===== src/rtl/hdmi_pkg.sv =====
// Shared types and constants for the HDMI period scheduler and its raster counter.
package hdmi_pkg;

    typedef enum logic [1:0] {
        MODE_CTRL     = 2'd0,
        MODE_PREAMBLE = 2'd1,
        MODE_GUARD    = 2'd2,
        MODE_VIDEO    = 2'd3
    } tmds_mode_t;

    typedef enum logic {
        WAIT_SOF = 1'b0,
        RUN      = 1'b1
    } sched_state_t;

    localparam int unsigned PREAMBLE_LEN = 8;
    localparam int unsigned GUARD_LEN    = 2;
    localparam int unsigned PX_W         = 24;
    localparam int unsigned BAR_CNT      = 8;

    localparam logic [3:0] CTL_VIDEO_PREAMBLE = 4'b0001;
    localparam logic [7:0] BAR_LVL            = 8'hC0;

    typedef struct packed {
        logic [7:0] r;
        logic [7:0] g;
        logic [7:0] b;
    } rgb_t;

    // Bar order white, yellow, cyan, green, magenta, red, blue, black maps to per-channel index bits.
    function automatic rgb_t bar_colour(input logic [2:0] idx);
        rgb_t c;
        c.r = idx[1] ? 8'h00 : BAR_LVL;
        c.g = idx[2] ? 8'h00 : BAR_LVL;
        c.b = idx[0] ? 8'h00 : BAR_LVL;
        return c;
    endfunction

endpackage


===== src/rtl/hdmi_timing_cnt.sv =====
// Free-running h/v raster counters with raw region flags decoded from the current count.
module hdmi_timing_cnt #(
    parameter int unsigned H_ACTIVE = 1280,
    parameter int unsigned H_FP     = 110,
    parameter int unsigned H_SYNC   = 40,
    parameter int unsigned H_BP     = 220,
    parameter int unsigned V_ACTIVE = 720,
    parameter int unsigned V_FP     = 5,
    parameter int unsigned V_SYNC   = 5,
    parameter int unsigned V_BP     = 20,
    localparam int unsigned H_TOTAL = H_ACTIVE + H_FP + H_SYNC + H_BP,
    localparam int unsigned V_TOTAL = V_ACTIVE + V_FP + V_SYNC + V_BP,
    localparam int unsigned HW      = $clog2(H_TOTAL),
    localparam int unsigned VW      = $clog2(V_TOTAL)
) (
    input  logic          clk_i,
    input  logic          rst_n_i,
    output logic [HW-1:0] h_cnt,
    output logic          active,
    output logic          hsync,
    output logic          vsync,
    output logic          next_line_active,
    output logic          frame_start
);

    logic [VW-1:0] v_cnt;

    // v advances on the h wrap; both wrap together on the last clock of the frame.
    always_ff @(posedge clk_i or negedge rst_n_i) begin
        if (!rst_n_i) begin
            h_cnt <= '0;
            v_cnt <= '0;
        end else if (h_cnt == HW'(H_TOTAL - 1)) begin
            h_cnt <= '0;
            v_cnt <= (v_cnt == VW'(V_TOTAL - 1)) ? '0 : v_cnt + VW'(1);
        end else begin
            h_cnt <= h_cnt + HW'(1);
        end
    end

    always_comb begin
        active           = (h_cnt < HW'(H_ACTIVE)) && (v_cnt < VW'(V_ACTIVE));
        hsync            = (h_cnt >= HW'(H_ACTIVE + H_FP)) &&
                           (h_cnt <= HW'(H_ACTIVE + H_FP + H_SYNC - 1));
        vsync            = (v_cnt >= VW'(V_ACTIVE + V_FP)) &&
                           (v_cnt <= VW'(V_ACTIVE + V_FP + V_SYNC - 1));
        next_line_active = (v_cnt == VW'(V_TOTAL - 1)) || (v_cnt < VW'(V_ACTIVE - 1));
        frame_start      = (h_cnt == '0) && (v_cnt == '0);
    end

endmodule


===== src/rtl/hdmi_period_sched.sv =====
// HDMI TX period scheduler: raster timing, period selection and frame lock to the pixel stream.
// Optional `HDMI_SCHED_PATTERN_EN: colour bars replace black video while unlocked.
module hdmi_period_sched
    import hdmi_pkg::*;
#(
    parameter int unsigned H_ACTIVE   = 1280,
    parameter int unsigned H_FP       = 110,
    parameter int unsigned H_SYNC     = 40,
    parameter int unsigned H_BP       = 220,
    parameter int unsigned V_ACTIVE   = 720,
    parameter int unsigned V_FP       = 5,
    parameter int unsigned V_SYNC     = 5,
    parameter int unsigned V_BP       = 20,
    parameter bit          H_SYNC_POL = 1'b1,
    parameter bit          V_SYNC_POL = 1'b1
) (
    input  logic            clk_i,
    input  logic            rst_n_i,
    input  logic [PX_W-1:0] px_data_i,
    input  logic            px_valid_i,
    input  logic            px_sof_i,
    output logic            px_ready_o,
    output logic [PX_W-1:0] enc_data_o,
    output logic [1:0]      enc_mode_o,
    output logic [3:0]      enc_ctl_o,
    output logic            h_sync_o,
    output logic            v_sync_o,
    output logic            locked_o,
    output logic            underflow_o
);

    localparam int unsigned H_TOTAL     = H_ACTIVE + H_FP + H_SYNC + H_BP;
    localparam int unsigned HW          = $clog2(H_TOTAL);
    localparam int unsigned GUARD_START = H_TOTAL - GUARD_LEN;
    localparam int unsigned PRE_START   = H_TOTAL - GUARD_LEN - PREAMBLE_LEN;

    logic [HW-1:0]   h_cnt;
    logic            active, hsync, vsync, next_line_active, frame_start;
    logic            guard_win, pre_win, ready_c, under_d;
    logic [PX_W-1:0] data_d, idle_px;
    logic [3:0]      ctl_d;
    tmds_mode_t      mode_d;
    sched_state_t    state_q, state_d;

    hdmi_timing_cnt #(
        .H_ACTIVE (H_ACTIVE), .H_FP (H_FP), .H_SYNC (H_SYNC), .H_BP (H_BP),
        .V_ACTIVE (V_ACTIVE), .V_FP (V_FP), .V_SYNC (V_SYNC), .V_BP (V_BP)
    ) u_timing (
        .clk_i            (clk_i),
        .rst_n_i          (rst_n_i),
        .h_cnt            (h_cnt),
        .active           (active),
        .hsync            (hsync),
        .vsync            (vsync),
        .next_line_active (next_line_active),
        .frame_start      (frame_start)
    );

`ifdef HDMI_SCHED_PATTERN_EN
    logic [2:0] bar_idx;

    // Bar index h*8/H_ACTIVE as a count of constant thresholds passed.
    always_comb begin
        bar_idx = '0;
        for (int unsigned k = 1; k < BAR_CNT; k++) begin
            if (h_cnt >= HW'((k * H_ACTIVE + BAR_CNT - 1) / BAR_CNT)) begin
                bar_idx = bar_idx + 3'd1;
            end
        end
        idle_px = bar_colour(bar_idx);
    end
`else
    assign idle_px = '0;
`endif

    always_ff @(posedge clk_i or negedge rst_n_i) begin
        if (!rst_n_i) begin
            state_q <= WAIT_SOF;
        end else begin
            state_q <= state_d;
        end
    end

    // Period decode plus frame-lock next state; ready is a same-cycle handshake.
    always_comb begin
        state_d   = state_q;
        mode_d    = MODE_CTRL;
        ctl_d     = '0;
        data_d    = '0;
        ready_c   = 1'b0;
        under_d   = underflow_o;
        guard_win = (h_cnt >= HW'(GUARD_START));
        pre_win   = (h_cnt >= HW'(PRE_START)) && !guard_win;

        if (active) begin
            mode_d = MODE_VIDEO;
        end else if (next_line_active && guard_win) begin
            mode_d = MODE_GUARD;
        end else if (next_line_active && pre_win) begin
            mode_d = MODE_PREAMBLE;
            ctl_d  = CTL_VIDEO_PREAMBLE;
        end

        case (state_q)
            WAIT_SOF: begin
                ready_c = px_valid_i && (!px_sof_i || frame_start);
                if (frame_start && px_valid_i && px_sof_i) begin
                    state_d = RUN;
                    data_d  = px_data_i;
                end else if (active) begin
                    data_d = idle_px;
                end
            end
            RUN: begin
                if (active) begin
                    if (!px_valid_i) begin
                        state_d = WAIT_SOF;
                        under_d = 1'b1;
                    end else if (px_sof_i && !frame_start) begin
                        state_d = WAIT_SOF;
                    end else begin
                        ready_c = 1'b1;
                        data_d  = px_data_i;
                    end
                end
            end
            default: state_d = WAIT_SOF;
        endcase
    end

    assign px_ready_o = rst_n_i && ready_c;

    always_ff @(posedge clk_i or negedge rst_n_i) begin
        if (!rst_n_i) begin
            enc_data_o  <= '0;
            enc_mode_o  <= MODE_CTRL;
            enc_ctl_o   <= '0;
            h_sync_o    <= ~H_SYNC_POL;
            v_sync_o    <= ~V_SYNC_POL;
            locked_o    <= 1'b0;
            underflow_o <= 1'b0;
        end else begin
            enc_data_o  <= data_d;
            enc_mode_o  <= mode_d;
            enc_ctl_o   <= ctl_d;
            h_sync_o    <= hsync ~^ H_SYNC_POL;
            v_sync_o    <= vsync ~^ V_SYNC_POL;
            locked_o    <= (state_d == RUN);
            underflow_o <= under_d;
        end
    end

endmodule


===== config.mk =====
export PLATFORM = sky130hd
export DESIGN_NAME = hdmi_period_sched
export DESIGN_NICKNAME = d
export VERILOG_FILES = /design/src/rtl/hdmi_pkg.sv /design/src/rtl/hdmi_timing_cnt.sv /design/src/rtl/hdmi_period_sched.sv
export SDC_FILE = /design/constraint.sdc
export NUM_CORES = 1
export LEC_CHECK = 0
export CAP_MARGIN = 20
export CORE_MARGIN = 8
export CORE_UTILIZATION = 52
export DETAILED_ROUTE_END_ITERATION = 12
export HOLD_SLACK_MARGIN = 0.08
export PLACE_DENSITY = 0.88
export REMOVE_ABC_BUFFERS = 1
export SKIP_CTS_REPAIR_TIMING = 1
export SYNTH_ARGS = -nofsm -noshare
export SYNTH_HDL_FRONTEND = slang
export SYNTH_HIERARCHICAL = 1
export SYNTH_SLANG_ARGS = --single-unit

===== constraint.sdc =====
create_clock -name clk_i -period 5.5 [get_ports clk_i]
set_input_delay 1.65 -clock clk_i [delete_from_list [all_inputs] [get_ports clk_i]]
set_output_delay 1.65 -clock clk_i [all_outputs]
set_load 0.005 [all_outputs]

== Word level (Yosys, flattened, before mapping) ==
Index checks and enable logic that the tools add are counted.

* Register bits after elaboration: 55
* Bits of input ports: 28
* Output and inout bits: 35
* Word-level logic and storage cells: 64

* Add/subtract/negate cells: 2
* Order comparisons: 9
* Equality and inequality tests: 2
* Mux-type cells: 20
* Bitwise operators: 2
* Reduce and logical (&&, ||, !) cells: 20

{| class="wikitable"
|+ Operators with widths
! operator !! count
|-
| 2-to-1 mux 24 bit || 4
|-
| one-hot mux 24 bit (2 select lines) || 1
|-
| >= comparator 11 bit, second input constant || 3
|-
| < comparator 10 bit, second input constant || 2
|-
| logical AND 1 bit || 12
|-
| adder 11 x 1 -> 11 bit, second input constant || 1
|-
| == test 11 bit, second input constant || 1
|-
| <= comparator 11 bit, second input constant || 1
|-
| zero test 11 bit || 1
|-
| < comparator 11 bit, second input constant || 1
|-
| 2-to-1 mux 11 bit || 1
|-
| adder 10 x 1 -> 10 bit, second input constant || 1
|-
| == test 10 bit, second input constant || 1
|-
| >= comparator 10 bit, second input constant || 1
|-
| <= comparator 10 bit, second input constant || 1
|-
| zero test 10 bit || 1
|-
| 2-to-1 mux 10 bit || 1
|-
| 2-to-1 mux 4 bit || 2
|-
| 2-to-1 mux 1 bit || 7
|-
| 2-to-1 mux 2 bit || 2
|-
| one-hot mux 1 bit (2 select lines) || 2
|-
| zero test 1 bit || 3
|-
| AND reduction 3 bit || 1
|-
| logical OR 1 bit || 2
|-
| NOT 1 bit || 2
|}

== Longest topological paths before layout ==
* Word-level depth: 9
* Gate-level depth with buffers: 9
* Mapped depth without buffers: 8

== Cells and area by module ==
Netlist, hierarchy kept.

{| class="wikitable"
|+ Modules (own cells, without submodules)
! module !! instances !! cells each !! area an instance (µm²) !! sequential area each (µm²)
|-
| hdmi_timing_cnt || 1 || 142 || 1310.0 || 525.5
|-
| hdmi_period_sched || 1 || 76 || 1087.3 || 775.7
|}

== Worst setup path before layout ==
Ideal clock, no wire load.

* Path type: input -> output
* Start: input port px_sof_i
* End: output port px_ready_o
* Arrival: 1.902 ns
* Required time: 3.850 ns
* Slack: 1.948 ns
* Cell stages on the path: 2
* Cells stage by stage: nand2b_1 and4_1

* Longest elaborated chain between the ends: 6

{| class="wikitable"
|+ RTL lines
! what !! line !! text
|-
| start: declaration || hdmi_period_sched.sv:21 || <nowiki>input logic px_sof_i,</nowiki>
|-
| logical AND 1 bit || hdmi_period_sched.sv:119 || <nowiki>end else if (px_sof_i && !frame_start) begin</nowiki>
|-
| 2-to-1 mux 1 bit || hdmi_period_sched.sv:119 ||
|-
| 2-to-1 mux 1 bit || hdmi_period_sched.sv:116 || <nowiki>if (!px_valid_i) begin</nowiki>
|-
| 2-to-1 mux 1 bit || hdmi_period_sched.sv:115 || <nowiki>if (active) begin</nowiki>
|-
| one-hot mux 1 bit (2 select lines) * || hdmi_period_sched.sv:104 || <nowiki>case (state_q)</nowiki>
|-
| logical AND 1 bit * || hdmi_period_sched.sv:131 || <nowiki>assign px_ready_o = rst_n_i && ready_c;</nowiki>
|-
| end: declaration || hdmi_period_sched.sv:22 || <nowiki>output logic px_ready_o,</nowiki>
|}

Mark *: on every way between the ends. The rest lies on a longest branch, timed or not.

== Worst setup path in the final report ==
Ends and elaborated chain as after synthesis.

==> metrics.log <==
INFO  metric layout_worst_path_cycle_share = 0.828
INFO  metric yosysUniqueCellTypes = between 50 and 60
INFO  metric final_layout_size_suffix_gt1_frac = 0.0688
INFO  metric detail_route.first_pass.iterations = 4
INFO  metric grt_antenna_before_repair = 0
INFO  metric synth_warnings = 6
INFO  metric critical_path_peak_fanout = 3
INFO  metric status = finished, final reports clean
INFO  metric cts_buffers = 5
INFO  metric mostFrequentLayoutCell = clkdlybuf4s50_1
INFO  metric vias_per_cell = roughly 5.6
INFO  metric slew_violations = 0
INFO  metric timing.critical_path.buf_inv = 2
INFO  metric path_clk_slew = around 0.090 ns
INFO  metric cp.required = ~3.9 ns
INFO  metric crit_arrival = 2.91 ns
INFO  metric final.fill_count = around 320
INFO  metric detailed_placement_hpwl = between 3000 and 4000 µm
INFO  metric die_width = roughly 84 µm
INFO  metric ys.flop_type = dfrtp_1
INFO  metric power_density = 228 nW/µm²
INFO  metric synth_area = between 2000 and 2500 µm²
INFO  metric syn_to_final_growth = 28.9%
INFO  metric cp-end-kind = output port
INFO  metric grt_remaining_overflow = 0
INFO  metric skew = 0.00652 ns
INFO  metric final_net_count = roughly 310
INFO  metric timing.final.crit_period = 4.56 ns
INFO  metric total_leakage_power = about 1.4 nW
INFO  metric route.final.wire_length = between 5000 and 6000 µm
INFO  metric rsz0062_at_grt = false
INFO  metric die-area = 7040 µm²
INFO  metric htree_num_levels = 2
INFO  metric final_antenna_net_count = 0
INFO  metric final-setup-viol-count = 0
INFO  metric critPathTopFamily = buffers and inverters
INFO  metric multi_input_comb_area = 976 µm²
INFO  metric timing_hold_violations_final = 0
INFO  metric grt_start_max_net_pins = 53
INFO  metric fin_worst_hold_slack = about 0.47 ns
INFO  metric insertedDiodeCount = 0
INFO  metric hold_path_class = reg2reg
INFO  metric synthCells = approximately 220
INFO  metric synth_async_sr_flop_share = 1.00
INFO  metric sinks_on_clock_net = 52
INFO  metric die_y = around 84 µm
INFO  metric tns = 0 ns
INFO  metric cpPeakStageDelay = about 0.5 ns
INFO  metric design.core.area = 4410 µm²
INFO  metric tightestPinTransition = around 0.71 ns
INFO  metric post_drt_wl_per_cell = 16.5 µm
INFO  metric mostFrequentLayoutCells = clkdlybuf4s50_1 (58), dfrtp_1 (52), and2_1 (25)
INFO  metric drt_first_iter_violations = 198
INFO  metric start_util = 0.543
INFO  metric worst_ir_drop_vdd = between 0.00015 and 0.0002 V
INFO  metric postSynthAreaPerCell = around 11 µm²
INFO  metric crit_path_start_kind = input port
INFO  metric clk_lat_worst_skew = ~0.30 ns
INFO  metric fmax = between 200 and 250 MHz
INFO  metric post_route_drc_violation_count = 0
INFO  metric worstSetupPathType = in2out
INFO  metric grt_first_pass_wirelength = slightly below 9000 µm
INFO  metric layout.cell_area.non_filler = 3090 µm²
INFO  metric port-buffer-count = slightly below 60
INFO  metric ios = 63
INFO  metric cts-root-to-sink-buffers = 2
INFO  metric number_of_enable_type_register_cells_in_the_synthesized_netlist = 0
INFO  metric critical_path.most_common_cell = clkdlybuf4s50_1
INFO  metric max-slew-margin-rel = 0.525
INFO  metric post_synthesis_sequential_element_count = 52
INFO  metric placementRows = 24
INFO  metric globalplace.congestion = 0.882
INFO  metric cp_cell_sequence = clkdlybuf4s50_1 > nand2b_1 > and4_1 > clkdlybuf4s50_1
INFO  metric number_of_global_route_vias_before_repair = 1845
INFO  metric vias = ~1800
INFO  metric drv.max_cap_violation_count = 0
INFO  metric seq_area = 1300 µm²
INFO  metric placed_standard_cell_area = roughly 3000 µm²
INFO  metric cts_tree = yes
INFO  metric yosysSeqAreaShare = 0.543
INFO  metric critPathSlowestCell = clkdlybuf4s50_1
INFO  metric cts_root_buf = clkbuf_8
INFO  metric grt_usage = 0.154
-- sequential cells by signal (all words and copies together) (netlist names) --
register / flops
enc_data_o: 24
u_timing/h_cnt: 11
u_timing/v_cnt: 10
enc_mode_o: 2
enc_ctl_o: 1
h_sync_o: 1
locked_o: 1
underflow_o: 1
v_sync_o: 1
-- area by class of cell --
type / count / share of cell area
flip-flops and latches: 52 / 0.421
clock buffers: 6 / 0.0267
repair buffers: 60 / 0.192
multi-input cells: 147 / 0.316
clock inverters: 2 / 0.0126
well taps: 52 / 0.0211
inverters: 9 / 0.0109
-- worst register-to-register path: stages, from the launching register on --
cell and delay, ns:
dfrtp_1 0.43, inv_1 0.12, ha_1 0.17, nand4_1 0.13, nor3_2 0.58, a21o_1 0.15, nand3_1 0.10, nor4_1 0.27
nor2b_1 0.16
-- metrics by stage --
stage	power (mW)	util	setup slack (ns)	cells
6_report	0.704	0.700	0.944	328
5_1_grt	0.735	0.700	0.884	328
4_1_cts	0.713	0.700	0.941	328
3_5_place_dp	0.443	0.673	0.962	320
3_3_place_gp	0.441	0.673	0.959	320
2_1_floorplan	0.403	-	1.95	208
-- cell families after synthesis --
| family | Yosys count | synth area share |
|---|---|---|
| compound gates | 36 | 0.107 |
| xor+xnor | 9 | 0.0329 |
| fa+ha+maj | 6 | 0.0313 |
| buf+inv | 21 | 0.0532 |
| flops | 52 | 0.543 |
| mux | 1 | 0.00418 |
| other cells | 1 | 0.00156 |
| simple gates | 92 | 0.227 |
-- path summary, 6_finish.rpt --
path,from,end,slack [ns],cells past startpoint
min in group asynchronous,rst_n_i,enc_data_o[10],1.51,2
setup reg to reg,u_timing/v_cnt[1],enc_ctl_o[0],3.34,8
setup / recovery,px_sof_i,px_ready_o,0.94,4
hold / removal,underflow_o,underflow_o,0.47,1
hold reg to reg,underflow_o,underflow_o,0.47,1
max in group asynchronous,rst_n_i,u_timing/v_cnt[7],3.56,2
-- Yosys cell counts, types with 2 or more instances --
cell type | count | area, µm²
o21ai_0 | 7 | 35.0
nand2_1 | 9 | 33.8
nor2_1 | 14 | 52.6
and2_1 | 25 | 156
buf_2 | 2 | 10.0
o21ai_1 | 3 | 15.0
inv_1 | 9 | 33.8
xnor2_1 | 7 | 61.3
ha_1 | 6 | 75.1
or2_2 | 2 | 12.5
o211ai_1 | 2 | 15.0
xor2_1 | 2 | 17.5
nor2b_1 | 2 | 12.5
a31oi_1 | 2 | 12.5
nor4b_1 | 4 | 35.0
nand4_1 | 4 | 25.0
o31ai_1 | 2 | 15.0
nand3_1 | 9 | 45.0
and3_1 | 4 | 25.0
dfrtp_1 | 52 | 1300
buf_6 | 4 | 45.0
nand2b_1 | 2 | 12.5
nor4_1 | 3 | 18.8
nand4b_1 | 2 | 17.5
nor3_1 | 4 | 20.0
o211a_1 | 2 | 20.0
buf_4 | 4 | 30.0
a21o_1 | 7 | 52.6
-- metal layers --
layer | track usage | vias up | wire (µm)
met5 | 0 | - | 0
met4 | 0.0471 | 0 | 72
met3 | 0.110 | 9 | 833
met2 | 0.218 | 95 | 2330
met1 | 0.180 | 867 | 2170
li1 | - | 860 | -
-- power breakdown --
part | internal, mW | switching [mW]
clock network | 0.149 | 0.122
registers | 0.387 | 0.00153
logic | 0.0287 | 0.0168
total | 0.564 | 0.140
No activity file was read; power rests on OpenSTA's default activity.
